===== src/rtl/mem_stage_pkg.sv =====
// Shared types for the memory stage: pipeline latch layouts, opcodes and request FSM states.
// Latch widths are derived from the structs so producer and consumer stages cannot drift apart.
package mem_stage_pkg;

  localparam int DBITS_DEF    = 32;
  localparam int MAX_WAIT_DEF = 255;

  typedef enum logic [3:0] {
    NOP_I = 4'd0,
    ADD_I = 4'd1,
    SUB_I = 4'd2,
    LW_I  = 4'd3,
    SW_I  = 4'd4
  } op_t;

  typedef enum logic [1:0] {
    ST_IDLE = 2'd0,
    ST_REQ  = 2'd1,
    ST_WAIT = 2'd2
  } dmem_state_t;

  typedef struct packed {
    logic [31:0]          inst;
    logic [31:0]          pc;
    op_t                  op;
    logic [31:0]          inst_count;
    logic [DBITS_DEF-1:0] aluout;
    logic [4:0]           rd;
    logic                 wr_reg;
    logic [3:0]           itype;
    logic                 wr_mem;
    logic [DBITS_DEF-1:0] wr_val;
    logic [3:0]           bus_canary;
  } agex_latch_t;

  typedef struct packed {
    logic [31:0]          inst;
    logic [31:0]          pc;
    op_t                  op;
    logic [31:0]          inst_count;
    logic [DBITS_DEF-1:0] memout;
    logic [4:0]           rd;
    logic                 wr_reg;
    logic [3:0]           itype;
    logic [3:0]           bus_canary;
  } mem_latch_t;

  typedef struct packed {
    logic       mem_stall;
    logic [4:0] rd;
    logic       wr_reg;
  } mem_to_agex_t;

  localparam int AGEX_LATCH_WIDTH  = $bits(agex_latch_t);
  localparam int MEM_LATCH_WIDTH   = $bits(mem_latch_t);
  localparam int MEM_TO_AGEX_WIDTH = $bits(mem_to_agex_t);

  function automatic mem_latch_t retire(input agex_latch_t a,
                                        input logic [DBITS_DEF-1:0] memout,
                                        input logic wr_reg);
    mem_latch_t m;
    m.inst       = a.inst;
    m.pc         = a.pc;
    m.op         = a.op;
    m.inst_count = a.inst_count;
    m.memout     = memout;
    m.rd         = a.rd;
    m.wr_reg     = wr_reg;
    m.itype      = a.itype;
    m.bus_canary = a.bus_canary;
    return m;
  endfunction

endpackage


===== src/rtl/mem_stage_if.sv =====
// Data-memory request/response channel between the memory stage (master) and memory (slave).
interface mem_stage_if #(parameter int DBITS = 32);
  logic             dmem_req_valid;
  logic             dmem_req_ready;
  logic             dmem_req_we;
  logic [DBITS-1:0] dmem_req_addr;
  logic [DBITS-1:0] dmem_req_wdata;
  logic             dmem_rsp_valid;
  logic [DBITS-1:0] dmem_rsp_rdata;

  modport master (
    output dmem_req_valid, dmem_req_we, dmem_req_addr, dmem_req_wdata,
    input  dmem_req_ready, dmem_rsp_valid, dmem_rsp_rdata
  );

  modport slave (
    input  dmem_req_valid, dmem_req_we, dmem_req_addr, dmem_req_wdata,
    output dmem_req_ready, dmem_rsp_valid, dmem_rsp_rdata
  );
endinterface


===== src/rtl/mem_stage_dmem_if.sv =====
// Request/response sequencer: valid asserts in the issue cycle, fields are held until ready,
// then one response (or a timeout after MAX_WAIT wait cycles) completes the access.
module mem_stage_dmem_if
  import mem_stage_pkg::*;
#(
  parameter int DBITS    = DBITS_DEF,
  parameter int MAX_WAIT = MAX_WAIT_DEF
) (
  input  logic             clk,
  input  logic             reset,
  input  logic             start_i,
  input  logic             we_i,
  input  logic [DBITS-1:0] addr_i,
  input  logic [DBITS-1:0] wdata_i,
  mem_stage_if.master      dmem,
  output logic             rsp_done_o,
  output logic             timeout_o
);

  localparam logic [7:0] LAST_CNT = 8'(MAX_WAIT - 1);

  dmem_state_t      state_q;
  logic [7:0]       cnt_q;
  logic             we_q;
  logic [DBITS-1:0] addr_q;
  logic [DBITS-1:0] wdata_q;
  logic             in_idle;

  assign in_idle = (state_q == ST_IDLE);

  // Fields come straight from the inputs in the issue cycle, from the held copy afterwards.
  assign dmem.dmem_req_valid = reset && ((in_idle && start_i) || (state_q == ST_REQ));
  assign dmem.dmem_req_we    = in_idle ? we_i    : we_q;
  assign dmem.dmem_req_addr  = in_idle ? addr_i  : addr_q;
  assign dmem.dmem_req_wdata = in_idle ? wdata_i : wdata_q;

  assign rsp_done_o = (state_q == ST_WAIT) && dmem.dmem_rsp_valid;
  assign timeout_o  = (state_q == ST_WAIT) && !dmem.dmem_rsp_valid && (cnt_q == LAST_CNT);

  always_ff @(posedge clk or negedge reset) begin
    if (!reset) begin
      state_q <= ST_IDLE;
      cnt_q   <= '0;
      we_q    <= 1'b0;
      addr_q  <= '0;
      wdata_q <= '0;
    end else begin
      case (state_q)
        ST_IDLE: begin
          if (start_i) begin
            we_q    <= we_i;
            addr_q  <= addr_i;
            wdata_q <= wdata_i;
            cnt_q   <= '0;
            state_q <= dmem.dmem_req_ready ? ST_WAIT : ST_REQ;
          end
        end
        ST_REQ: begin
          if (dmem.dmem_req_ready) begin
            cnt_q   <= '0;
            state_q <= ST_WAIT;
          end
        end
        ST_WAIT: begin
          if (dmem.dmem_rsp_valid || (cnt_q == LAST_CNT)) begin
            state_q <= ST_IDLE;
          end else begin
            cnt_q <= cnt_q + 8'd1;
          end
        end
        default: state_q <= ST_IDLE;
      endcase
    end
  end

endmodule


===== src/rtl/mem_stage.sv =====
// Memory pipeline stage: ALU ops retire in 1 cycle; loads/stores stall upstream and insert
// bubbles until the response (best case 2 cycles); misaligned or timed-out accesses retire as bubbles.
module mem_stage
  import mem_stage_pkg::*;
#(
  parameter int DBITS    = DBITS_DEF,
  parameter int MAX_WAIT = MAX_WAIT_DEF
) (
  input  logic                         clk,
  input  logic                         reset,
  input  logic [AGEX_LATCH_WIDTH-1:0]  from_AGEX_latch,
  mem_stage_if.master                  dmem,
  output logic [MEM_LATCH_WIDTH-1:0]   MEM_latch_out,
  output logic [MEM_TO_AGEX_WIDTH-1:0] from_MEM_to_AGEX,
  output logic                         err_misaligned,
  output logic                         err_timeout
);

  agex_latch_t  agex;
  mem_latch_t   latch_d, latch_q;
  mem_to_agex_t fwd;
  logic         bubble, mem_op, misaligned, start, rsp_done, timeout;
  logic         err_mis_q, err_to_q;

  assign agex       = agex_latch_t'(from_AGEX_latch);
  assign bubble     = (agex.inst == '0);
  assign mem_op     = !bubble && ((agex.op == LW_I) || agex.wr_mem);
  assign misaligned = mem_op && (agex.aluout[1:0] != 2'b00);
  assign start      = mem_op && !misaligned;

  mem_stage_dmem_if #(
    .DBITS    (DBITS),
    .MAX_WAIT (MAX_WAIT)
  ) u_dmem (
    .clk        (clk),
    .reset      (reset),
    .start_i    (start),
    .we_i       (agex.wr_mem),
    .addr_i     (agex.aluout),
    .wdata_i    (agex.wr_val),
    .dmem       (dmem),
    .rsp_done_o (rsp_done),
    .timeout_o  (timeout)
  );

  // Upstream holds the instruction while stalled, so its fields are still valid at response time.
  always_comb begin
    latch_d = '0;
    if (rsp_done) begin
      latch_d = retire(agex, agex.wr_mem ? agex.aluout : dmem.dmem_rsp_rdata,
                       agex.wr_reg && !agex.wr_mem);
    end else if (!bubble && !mem_op) begin
      latch_d = retire(agex, agex.aluout, agex.wr_reg);
    end
  end

  always_ff @(posedge clk or negedge reset) begin
    if (!reset) begin
      latch_q   <= '0;
      err_mis_q <= 1'b0;
      err_to_q  <= 1'b0;
    end else begin
      latch_q   <= latch_d;
      err_mis_q <= err_mis_q | misaligned;
      err_to_q  <= err_to_q | timeout;
    end
  end

  // Stall also releases on timeout so the abandoned access is not reissued.
  assign fwd.mem_stall = reset && start && !rsp_done && !timeout;
  assign fwd.rd        = agex.rd;
  assign fwd.wr_reg    = !bubble && agex.wr_reg && !agex.wr_mem;

  assign MEM_latch_out    = latch_q;
  assign from_MEM_to_AGEX = fwd;
  assign err_misaligned   = err_mis_q;
  assign err_timeout      = err_to_q;

endmodule


===== src/flat_wrapper.sv =====
// flat-port wrapper written by rule: the top's interface ports become plain ports
module mem_stage_flat import mem_stage_pkg::*;
#(
  parameter int DBITS    = DBITS_DEF,
  parameter int MAX_WAIT = MAX_WAIT_DEF
)
  (clk, reset, from_AGEX_latch, MEM_latch_out, from_MEM_to_AGEX, err_misaligned, err_timeout, dmem_dmem_req_valid, dmem_dmem_req_we, dmem_dmem_req_addr, dmem_dmem_req_wdata, dmem_dmem_req_ready, dmem_dmem_rsp_valid, dmem_dmem_rsp_rdata);
  mem_stage_if #(.DBITS(DBITS)) dmem_i ();
  input  logic clk;
  input  logic reset;
  input  logic [AGEX_LATCH_WIDTH-1:0] from_AGEX_latch;
  output logic [MEM_LATCH_WIDTH-1:0] MEM_latch_out;
  output logic [MEM_TO_AGEX_WIDTH-1:0] from_MEM_to_AGEX;
  output logic err_misaligned;
  output logic err_timeout;
  output wire logic [$bits(dmem_i.dmem_req_valid)-1:0] dmem_dmem_req_valid;
  output wire logic [$bits(dmem_i.dmem_req_we)-1:0] dmem_dmem_req_we;
  output wire logic [$bits(dmem_i.dmem_req_addr)-1:0] dmem_dmem_req_addr;
  output wire logic [$bits(dmem_i.dmem_req_wdata)-1:0] dmem_dmem_req_wdata;
  input wire logic [$bits(dmem_i.dmem_req_ready)-1:0] dmem_dmem_req_ready;
  input wire logic [$bits(dmem_i.dmem_rsp_valid)-1:0] dmem_dmem_rsp_valid;
  input wire logic [$bits(dmem_i.dmem_rsp_rdata)-1:0] dmem_dmem_rsp_rdata;
  assign dmem_dmem_req_valid = dmem_i.dmem_req_valid;
  assign dmem_dmem_req_we = dmem_i.dmem_req_we;
  assign dmem_dmem_req_addr = dmem_i.dmem_req_addr;
  assign dmem_dmem_req_wdata = dmem_i.dmem_req_wdata;
  assign dmem_i.dmem_req_ready = dmem_dmem_req_ready;
  assign dmem_i.dmem_rsp_valid = dmem_dmem_rsp_valid;
  assign dmem_i.dmem_rsp_rdata = dmem_dmem_rsp_rdata;
  mem_stage #(.DBITS(DBITS), .MAX_WAIT(MAX_WAIT)) u_core (.clk(clk), .reset(reset), .from_AGEX_latch(from_AGEX_latch), .dmem(dmem_i), .MEM_latch_out(MEM_latch_out), .from_MEM_to_AGEX(from_MEM_to_AGEX), .err_misaligned(err_misaligned), .err_timeout(err_timeout));
endmodule

===== config.mk =====
export PLATFORM = sky130hd
export DESIGN_NAME = mem_stage_flat
export DESIGN_NICKNAME = d
export VERILOG_FILES = /design/src/rtl/mem_stage_pkg.sv /design/src/rtl/mem_stage_if.sv /design/src/rtl/mem_stage_dmem_if.sv /design/src/rtl/mem_stage.sv /design/src/flat_wrapper.sv
export SDC_FILE = /design/constraint.sdc
export NUM_CORES = 1
export LEC_CHECK = 0
export ABC_AREA = 1
export CAP_MARGIN = 30
export CORE_AREA = 4 4 167 169
export DETAILED_ROUTE_END_ITERATION = 6
export DIE_AREA = 0 0 171 173
export GPL_TIMING_DRIVEN = 0
export HOLD_SLACK_MARGIN = 0.1
export PLACE_DENSITY = 0.73
export SYNTH_ARGS = -nofsm -noshare
export SYNTH_HDL_FRONTEND = slang
export SYNTH_HIERARCHICAL = 1
export SYNTH_SLANG_ARGS = --single-unit

===== constraint.sdc =====
create_clock -name clk -period 4.2 [get_ports clk]
set_clock_uncertainty 0.1 [all_clocks]
set_input_delay 0.84 -clock clk [delete_from_list [all_inputs] [get_ports clk]]
set_output_delay 0.84 -clock clk [all_outputs]
set_load 0.01 [all_outputs]

# After elaboration in Yosys (flattened, before gate mapping)
# Cells that the tools add are included.
# totals
elab_cells,74
out_inout_bits,221
reg_bits,223
# classes
n_eq_ne,8
add_sub_neg,1
bitwise_logic,2
muxes,15
n_reduce_logical,32
# ops
operator,count
$mux W146,2
$mux W32,3
$logic_not A32 Y1,1
$mux W8,3
$pmux W8 S3,1
$logic_and A1 B1 Y1,15
$add A8 B1 Y8 const B,1
$eq A8 B8 Y1 const B,1
$mux W2,4
$logic_not A1 Y1,7
$pmux W2 S3,1
$eq A4 B2 Y1 const B,1
$ne A2 B1 Y1 const B,2
$ne A2 B2 Y1 const B,2
$reduce_and A4 Y1,1
$logic_or A1 B1 Y1,3
$reduce_and A3 Y1,1
$reduce_bool A3 Y1,1
$eq A2 B1 Y1 const B,1
$eq A2 B2 Y1 const B,1
$logic_not A2 Y1,1
$or A1 B1 Y1,2
$reduce_and A2 Y1,1
$reduce_bool A2 Y1,1
$mux W1,1

# Logic depth before layout (Yosys ltp)
# Gate-level depths: netlist (run 1).
# logic_depth
depth_word,9
depth_mapped,11

# Cells and area by module
# The synthesis (run 1) kept the hierarchy.
# modules_own_cells
mod,area_each_um2,cells_each,seq_area_each_um2,instances
mem_stage,5896.9,632,3703.6,1
mem_stage_dmem_if,3933.8,516,1876.8,1

# Worst setup path after synthesis (run 1)
# No wires, ideal clock.
# synth_timing
path_type,in2out
from,in from_AGEX_latch[36]
to,out dmem_dmem_req_valid
path_slack_ns,1.599
stages,6
t_arrival_ns,1.661
path_buffers,1
t_required_ns,3.260
cell_sequence,buf_2 > a31oi_1 > inv_1 > nand3_1 > inv_1 > o211a_1
# synth_via
elab_chain_cells,8
# synth_lines
element,line,source
"start, declared",flat_wrapper.sv:11,input logic [AGEX_LATCH_WIDTH-1:0] from_AGEX_latch;
$logic_or A1 B1 Y1 (*),mem_stage.sv:27,assign mem_op = !bubble && ((agex.op == LW_I) || agex.wr_mem);
$logic_and A1 B1 Y1 (*),mem_stage.sv:27,
$logic_and A1 B1 Y1,mem_stage.sv:28,assign misaligned = mem_op && (agex.aluout[1:0] != 2'b00);
$logic_not A1 Y1,mem_stage.sv:29,assign start = mem_op && !misaligned;
$logic_and A1 B1 Y1 (*),mem_stage.sv:29,
net u_core.start,mem_stage.sv:22,"logic bubble, mem_op, misaligned, start, rsp_done, timeout;"
$logic_and A1 B1 Y1 (*),mem_stage_dmem_if.sv:32,assign dmem.dmem_req_valid = reset && ((in_idle && start_i) || (state_q == ST_REQ));
$logic_or A1 B1 Y1 (*),mem_stage_dmem_if.sv:32,
$logic_and A1 B1 Y1 (*),mem_stage_dmem_if.sv:32,
"end, declared",flat_wrapper.sv:16,output wire logic [$bits(dmem_i.dmem_req_valid)-1:0] dmem_dmem_req_valid;
# The timed path passes the listed nets; every way through them passes the cells marked *.

# Final worst setup path (run 1)
# layout_timing
from,in from_AGEX_latch[157]
to,out dmem_dmem_req_valid
# layout_via
elab_chain_cells,9
# layout_lines
element,line,source
$logic_not A32 Y1 (*),mem_stage.sv:26,assign bubble = (agex.inst == '0);
$logic_not A1 Y1 (*),mem_stage.sv:27,
$logic_and A1 B1 Y1 (*),mem_stage.sv:27,
$logic_and A1 B1 Y1,mem_stage.sv:28,
$logic_not A1 Y1,mem_stage.sv:29,
$logic_and A1 B1 Y1 (*),mem_stage.sv:29,
net u_core.start,mem_stage.sv:22,
$logic_and A1 B1 Y1 (*),mem_stage_dmem_if.sv:32,
$logic_or A1 B1 Y1 (*),mem_stage_dmem_if.sv:32,
$logic_and A1 B1 Y1 (*),mem_stage_dmem_if.sv:32,
# Marks and branches as above.

==> metrics.txt, run 1 <==
synthesis-to-layout area growth=57.46%; num rows=60; length of the first detailed-routing pass in iterations=5; Static Leak=7.410 nW; fraction of the yosys area taken by sequential cells=56.76%; clock root buffer master=sky130_fd_sc_hd__clkbuf_16; signal arrival time at the worst endpoint=3.06 ns; height of the die=173 µm; crit-path cells=clkdlybuf4s50_1, nor2_1, nand2_1, nor2_1, nand4_1, nand3_1, inv_1, o211a_1, clkdlybuf4s50_1; Die X=171 µm; TritonCTS clock tree=built; via count=9370; stages on the worst setup path=9; hpwl dp=27030 µm; pin count of the biggest net entering global routing=120; highest net fanout along the worst path=3; global-route wire length before repair=54010 µm; met1 demand-to-capacity share in global routing=26.69%; power density over the cells=548.6 nW/µm²; count of cells resized by post-cts repair=0; count of warnings emitted by yosys=6; Max Cap Viol=0; count of unresolved DRC violations after routing=0; routing usage on met2=40.00%; final wirelength=35490 µm; floorplan die area=29580 µm²; NumNets Final=1828; number of failing hold endpoints at the final stage=0; switching part of the total=33.97%; relative contribution of the clock network to total power=25.6%; max-slew violation count=0; proportion of layout cells with a drive suffix above 1=6.012%; average footprint of a synthesized cell=8.563 µm²; global routing usage summed across all routing layers=23.29%; combined buffer and inverter count along the critical path=3; highest clock rate=0.2498 GHz; worst-case clock buffer depth=3; number of buffers added by the clock tree synthesis step=25; startpoint type of the worst setup path=input pin; fraction of power consumed by sequential logic=33.9%; RSZ-0062 raised after global routing=false; Final Cycle Share=95.31%; Setup Buffers After CTS=0; clock latency of the later-clocked register in the worst-skew pair=0.51 ns; post-CTS clock slew at the launch and capture registers of the worst setup and hold paths=0.06 ns; initial cell density of the core=36.99%; IO Port Bufs=435; DR WL/cell=17.96 µm; Synth Register Bits=223; Final Hold Slack=0.2433 ns; overall power of the completed layout=8.492 mW; Max stage delay on crit path=0.50 ns; number of cells on the worst reg-to-reg path=8; largest area contributor in the synthesized netlist=sky130_fd_sc_hd__dfrtp_1; filler-free cell count of the finished design=1976; total gr overflow=0; top library cells by usage in the layout, fill and taps aside=sky130_fd_sc_hd__clkdlybuf4s50_1 (434), sky130_fd_sc_hd__dfrtp_1 (223), sky130_fd_sc_hd__nand2_1 (205); hold buffers post-CTS=0; grt met3 use=8.368%; design internal power=5.607 mW; post-synth design cell area=9831 µm²; number of global-route vias before repair=9547; type of the worst min-delay path=input pin to async pin; number of H-tree levels=1; cell type of the slowest stage on the worst timing path=sky130_fd_sc_hd__clkdlybuf4s50_1; antenna violations before repair=7; normalized max-slew margin=42.14%; peak supply drop=329.8 µV; count of mapped cells out of synthesis=1148; number of I/O pins=436; cell area after placement=14640 µm²; actual slew at the worst max-slew pin=0.8679 ns; most used routing layer=met2; status=complete, no violations; power share of the combinational group=40.5%; leading cell type in the layout, fill and taps excluded=sky130_fd_sc_hd__clkdlybuf4s50_1; final setup vio count=0; fillcell total=2372; initial DRC count=554; placer congestion estimate=0.8407; kind of end point of the critical path=output port; switching power=2.885 mW; worst setup path class=input pin to output port; family with the most delay on the worst path=buffers and inverters; Synth cell types=27; Tmin final=4.003 ns; Post-Syn Nets=1365; Placed Cells=1925; via count normalized by instance count=4.742; Yosys top cell area share=56.76%; Std-Cell Core Area=26580 µm²; cells taking the most area after synthesis=sky130_fd_sc_hd__dfrtp_1 (57%), sky130_fd_sc_hd__o21ai_0 (8.5%), sky130_fd_sc_hd__nand2_1 (7.8%); required time of the worst setup path=3.26 ns; total non-filler cell area in the finished layout=15480 µm²; Antenna Violating Nets Remaining=0; Num Clock Sinks=223
## power groups by stage
stage / combinational (mW) / sequential, mW / clock [mW]
2_1_floorplan: 1.48 / 2.95 / 0
3_3_place_gp: 3.41 / 2.89 / 0
3_5_place_dp: 3.46 / 2.91 / 0
4_1_cts: 3.47 / 2.88 / 2.22
5_1_grt: 3.74 / 2.93 / 2.33
6_report: 3.44 / 2.88 / 2.18
## per-layer routing
metal	vias to the layer above	share of wire [%]
met3	80	10
met5	-	0.076
met1	4392	37
li1	4504	-
met2	390	50
met4	4	3.5
## layout make-up
type                    instances  area [µm²]  share of cell area (%)
flip-flops and latches        223        5580                   36.05
repair buffers                436        4387                   28.34
multi-input cells             656        2962                   19.13
clock buffers                  40       762.0                   4.922
inverters                     194       728.2                   4.704
plain buffers                  75       560.5                   3.621
well taps                     341       426.7                   2.756
clock inverters                 6       61.31                  0.3961
diodes                          5       12.51                 0.08083
## state kept, by name (all words and copies together), names as in the netlist
signal,flops
u_core/err_timeout,1
u_core/u_dmem/wdata_q,32
u_core/u_dmem/state_q,2
u_core/MEM_latch_out,146
u_core/u_dmem/addr_q,32
u_core/u_dmem/we_q,1
u_core/u_dmem/cnt_q,8
u_core/err_misaligned,1
## worst register-to-register path, stage by stage (launching register included)
cell	delay (ns)
sky130_fd_sc_hd__dfrtp_1	0.40
sky130_fd_sc_hd__inv_2	0.16
sky130_fd_sc_hd__nor2_4	0.08
sky130_fd_sc_hd__inv_2	0.12
sky130_fd_sc_hd__nor2_1	0.08
sky130_fd_sc_hd__inv_2	0.15
sky130_fd_sc_hd__clkbuf_1	0.56
sky130_fd_sc_hd__clkbuf_1	0.52
sky130_fd_sc_hd__a21oi_1	0.23
## stage by stage
step / setup TNS, ns / utilization [%] / setup WS (ns)
after detailed placement: 0 / 55.10 / 0.2560
after global routing: 0 / 58.25 / 0.1198
after floorplan: 0 / - / 1.599
after global placement: -1689.97 / 54.98 / -7.535
final: 0 / 58.25 / 0.1969
after CTS: 0 / 58.20 / 0.2543
## synth_stat cells
master                     number
sky130_fd_sc_hd__o21ai_2        2
sky130_fd_sc_hd__o21a_1         1
sky130_fd_sc_hd__a31oi_1        1
sky130_fd_sc_hd__nand2_1      205
sky130_fd_sc_hd__inv_1        189
sky130_fd_sc_hd__or2_2          1
sky130_fd_sc_hd__nand2_4        2
sky130_fd_sc_hd__nor2_4         1
sky130_fd_sc_hd__nand2_2        1
sky130_fd_sc_hd__inv_2          5
sky130_fd_sc_hd__o21ai_0      166
sky130_fd_sc_hd__nand3_2        2
sky130_fd_sc_hd__buf_4          8
sky130_fd_sc_hd__buf_2          3
sky130_fd_sc_hd__a21oi_1      117
sky130_fd_sc_hd__clkbuf_1      32
sky130_fd_sc_hd__clkbuf_8       2
sky130_fd_sc_hd__ha_1           2
sky130_fd_sc_hd__dfrtp_1      223
sky130_fd_sc_hd__nor3_1         1
sky130_fd_sc_hd__o211a_1        1
sky130_fd_sc_hd__o21ai_1       31
sky130_fd_sc_hd__nor2_1       105
sky130_fd_sc_hd__nand3_1       15
sky130_fd_sc_hd__buf_6         30
sky130_fd_sc_hd__nand3b_1       1
sky130_fd_sc_hd__nand4_1        1
## worst paths after layout
check | slack [ns] | end | startpoint
min in group clk | 0.39 | u_core/u_dmem/wdata_q[8]$_DFFE_PN0P_ | u_core/u_dmem/wdata_q[8]$_DFFE_PN0P_
min | 0.24 | u_core/u_dmem/wdata_q[2]$_DFFE_PN0P_ | reset
max | 0.20 | dmem_dmem_req_valid | from_AGEX_latch[157]
min reg2reg | 0.39 | u_core/u_dmem/wdata_q[8]$_DFFE_PN0P_ | u_core/u_dmem/wdata_q[8]$_DFFE_PN0P_
max reg2reg | 1.65 | u_core/MEM_latch_out[67]$_DFF_PN0_ | u_core/u_dmem/state_q[1]$_DFFE_PN0P_
max in group asynchronous | 2.67 | u_core/MEM_latch_out[68]$_DFF_PN0_ | reset
## kinds of logic (layout without fill, tap and decap cells)
kind of cell               after synthesis  after routing  share of synthesized area [%]
AOI/OAI and AO/OA                      319            319                          16.41
adders and majority gates                2              2                         0.2545
buffers and inverters                  269            751                          13.11
DFF                                    223            223                          56.76
other                                    0              5                              0
and+or+nand+nor                        335            335                          13.47
(Power assumes the default switching activity.)
==> run 2: changes to the inputs <==
--- a/config.mk
+++ b/config.mk
@@ -17,3 +17,4 @@
 export SYNTH_HDL_FRONTEND = slang
 export SYNTH_HIERARCHICAL = 1
 export SYNTH_SLANG_ARGS = --single-unit
+export TNS_END_PERCENT = 10
==> results of run 2 <==
The final DEF is identical to that of run 1; final timing and power are the same.
==> run 3: changes to the inputs <==
--- a/config.mk
+++ b/config.mk
@@ -7,12 +7,12 @@
 export LEC_CHECK = 0
 export ABC_AREA = 1
 export CAP_MARGIN = 30
-export CORE_AREA = 4 4 167 169
+export CORE_AREA = 4 4 165 167
 export DETAILED_ROUTE_END_ITERATION = 6
-export DIE_AREA = 0 0 171 173
+export DIE_AREA = 0 0 169 171
 export GPL_TIMING_DRIVEN = 0
 export HOLD_SLACK_MARGIN = 0.1
-export PLACE_DENSITY = 0.73
+export PLACE_DENSITY = 0.74
 export SYNTH_ARGS = -nofsm -noshare
 export SYNTH_HDL_FRONTEND = slang
 export SYNTH_HIERARCHICAL = 1
==> metrics.txt, run 3 (synthesized netlist as in run 1, its figures left out) <==
placer congestion estimate=0.8477; via count normalized by instance count=4.804; peak supply drop=372.2 µV; number of failing hold endpoints at the final stage=0; clock root buffer master=sky130_fd_sc_hd__clkbuf_16; worst-case clock buffer depth=3; number of H-tree levels=1; global routing usage summed across all routing layers=23.28%; leading cell type in the layout, fill and taps excluded=sky130_fd_sc_hd__clkdlybuf4s50_1; power share of the combinational group=39.7%; design internal power=5.747 mW; Antenna Violating Nets Remaining=0; count of cells resized by post-cts repair=0; Tmin final=3.995 ns; metal3 WL=3582 µm; cell type of the slowest stage on the worst timing path=sky130_fd_sc_hd__clkdlybuf4s50_1; length of the first detailed-routing pass in iterations=7; RSZ-0062 raised after global routing=false; Placed Cells=1920; top layer reached by signal wires=met5; initial cell density of the core=38.16%; initial DRC count=775; Worst setup endpoint=dmem_dmem_req_valid; fraction of power consumed by sequential logic=33.4%; clock latency of the later-clocked register in the worst-skew pair=0.52 ns; startpoint type of the worst setup path=input pin; height of the die=171 µm; floorplan die area=28900 µm²; crit-path cells=clkdlybuf4s50_1, buf_2, a31oi_1, inv_1, nand3_1, inv_1, o211a_1, clkdlybuf4s50_1; normalized max-slew margin=51.06%; switching part of the total=33.23%; required time of the worst setup path=3.26 ns; Static Leak=7.447 nW; filler-free cell count of the finished design=1964; number of I/O pins=436; max-slew violation count=0; antenna violations before repair=3; global-route wire length before repair=52700 µm; via count=9436; worst reg2reg startpoint=u_core/u_dmem/state_q[1]$_DFFE_PN0P_; total negative setup slack=0 ns; signal arrival time at the worst endpoint=3.06 ns; Num Clock Sinks=223; post-CTS clock slew at the launch and capture registers of the worst setup and hold paths=0.06 ns; startpoint of the worst setup timing path=from_AGEX_latch[36]; Critical R2R Capture=u_core/MEM_latch_out[67]$_DFF_PN0_; Max stage delay on crit path=0.49 ns; status=complete, no violations; NumNets Final=1829; hold buffers post-CTS=0; num rows=59; DR WL/cell=18.07 µm; final wirelength=35480 µm; type of the worst min-delay path=input pin to async pin; power density over the cells=554.1 nW/µm²; max FFs per register=146; relative contribution of the clock network to total power=26.9%; actual slew at the worst max-slew pin=0.7342 ns; TritonCTS clock tree=built; proportion of layout cells with a drive suffix above 1=6.081%; number of buffers added by the clock tree synthesis step=25; final setup vio count=0; total gr overflow=0; wire length on met2=18290 µm; worst setup path class=input pin to output port; kind of end point of the critical path=output port; count of unresolved DRC violations after routing=0; Final Cycle Share=95.13%; synthesis-to-layout area growth=58.01%; Max Cap Viol=0; number of cells on the worst reg-to-reg path=8; Setup Buffers After CTS=0; switching power=2.860 mW; Die X=169 µm; highest net fanout along the worst path=8; top library cells by usage in the layout, fill and taps aside=sky130_fd_sc_hd__clkdlybuf4s50_1 (434), sky130_fd_sc_hd__dfrtp_1 (223), sky130_fd_sc_hd__nand2_1 (205); Finished Core Util=60.29%; Std-Cell Core Area=25760 µm²; R2R Setup Slk=1.87 ns; pin count of the biggest net entering global routing=87; IO Port Bufs=435; number of global-route vias before repair=9380; highest clock rate=0.2503 GHz; hpwl dp=27200 µm; Met1 Wirelength=12700 µm
==> run 3: cell types whose count changed in the layout (fill, tap and decap cells not counted) <==
cell / before / now
sky130_fd_sc_hd__diode_2: 5 / 1
sky130_fd_sc_hd__bufinv_16: 1 / 4
sky130_fd_sc_hd__clkbuf_1: 39 / 36
sky130_fd_sc_hd__clkbuf_8: 10 / 8
sky130_fd_sc_hd__buf_16: 1 / 2
sky130_fd_sc_hd__clkinvlp_4: 1 / 0
==> run 3: worst max-delay path: cells and delay by family <==
kind / cells / cell delay [ns]
buf+inv: 5 / 1.42
simple gates: 1 / 0.20
compound gates: 2 / 0.58
==> run 3: cell type report <==
type                            count  area [µm²]
Buffer                             75       560.5
Antenna cell                        1       2.502
Multi-Input combinational cell    656        2962
Tap cell                          335       419.2
Inverter                          194       728.2
Timing Repair Buffer              437        4414
Fill cell                        2207       10230
Sequential cell                   223        5580
Clock buffer                       35       723.2
Clock inverter                      8       143.9
==> run 3: worst min path at each step <==
stage,start,depth (start not counted),endpoint
2_1_floorplan,u_core/u_dmem/cnt_q[7]$_DFFE_PN0P_,2,u_core/u_dmem/cnt_q[7]$_DFFE_PN0P_
3_3_place_gp,u_core/err_misaligned$_DFF_PN0_,2,u_core/err_misaligned$_DFF_PN0_
3_5_place_dp,u_core/err_misaligned$_DFF_PN0_,2,u_core/err_misaligned$_DFF_PN0_
4_1_cts,reset,1,u_core/MEM_latch_out[30]$_DFF_PN0_
5_1_grt,reset,1,u_core/MEM_latch_out[34]$_DFF_PN0_
6_report,reset,1,u_core/MEM_latch_out[30]$_DFF_PN0_
==> run 3: stage by stage <==
stage                     setup slack, ns  hold slack, ns  total power, mW  instance area, µm²
after detailed placement           0.2074          0.3653            6.339               14660
after floorplan                     1.599          0.3491            4.431                9831
after global placement             -7.439          0.3545            6.280               14600
after CTS                          0.1913          0.1412            8.695               15530
after global routing               0.1001          0.1536            9.110               15530
final                              0.2045          0.1380            8.607               15530
==> run 3: power groups by stage <==
stage                     sequential, mW  clock, mW  combinational [mW]
after floorplan                     2.95          0                1.48
after global placement              2.89          0                3.39
after detailed placement            2.90          0                3.44
after CTS                           2.87       2.37                3.45
after global routing                2.93       2.46                3.72
final                               2.87       2.32                3.42
==> run 3: per-layer routing <==
metal,track usage (%),vias up
li1,-,4497
met1,26.11,4441
met2,42.44,425
met3,7.971,69
met4,6.195,4
met5,0,-
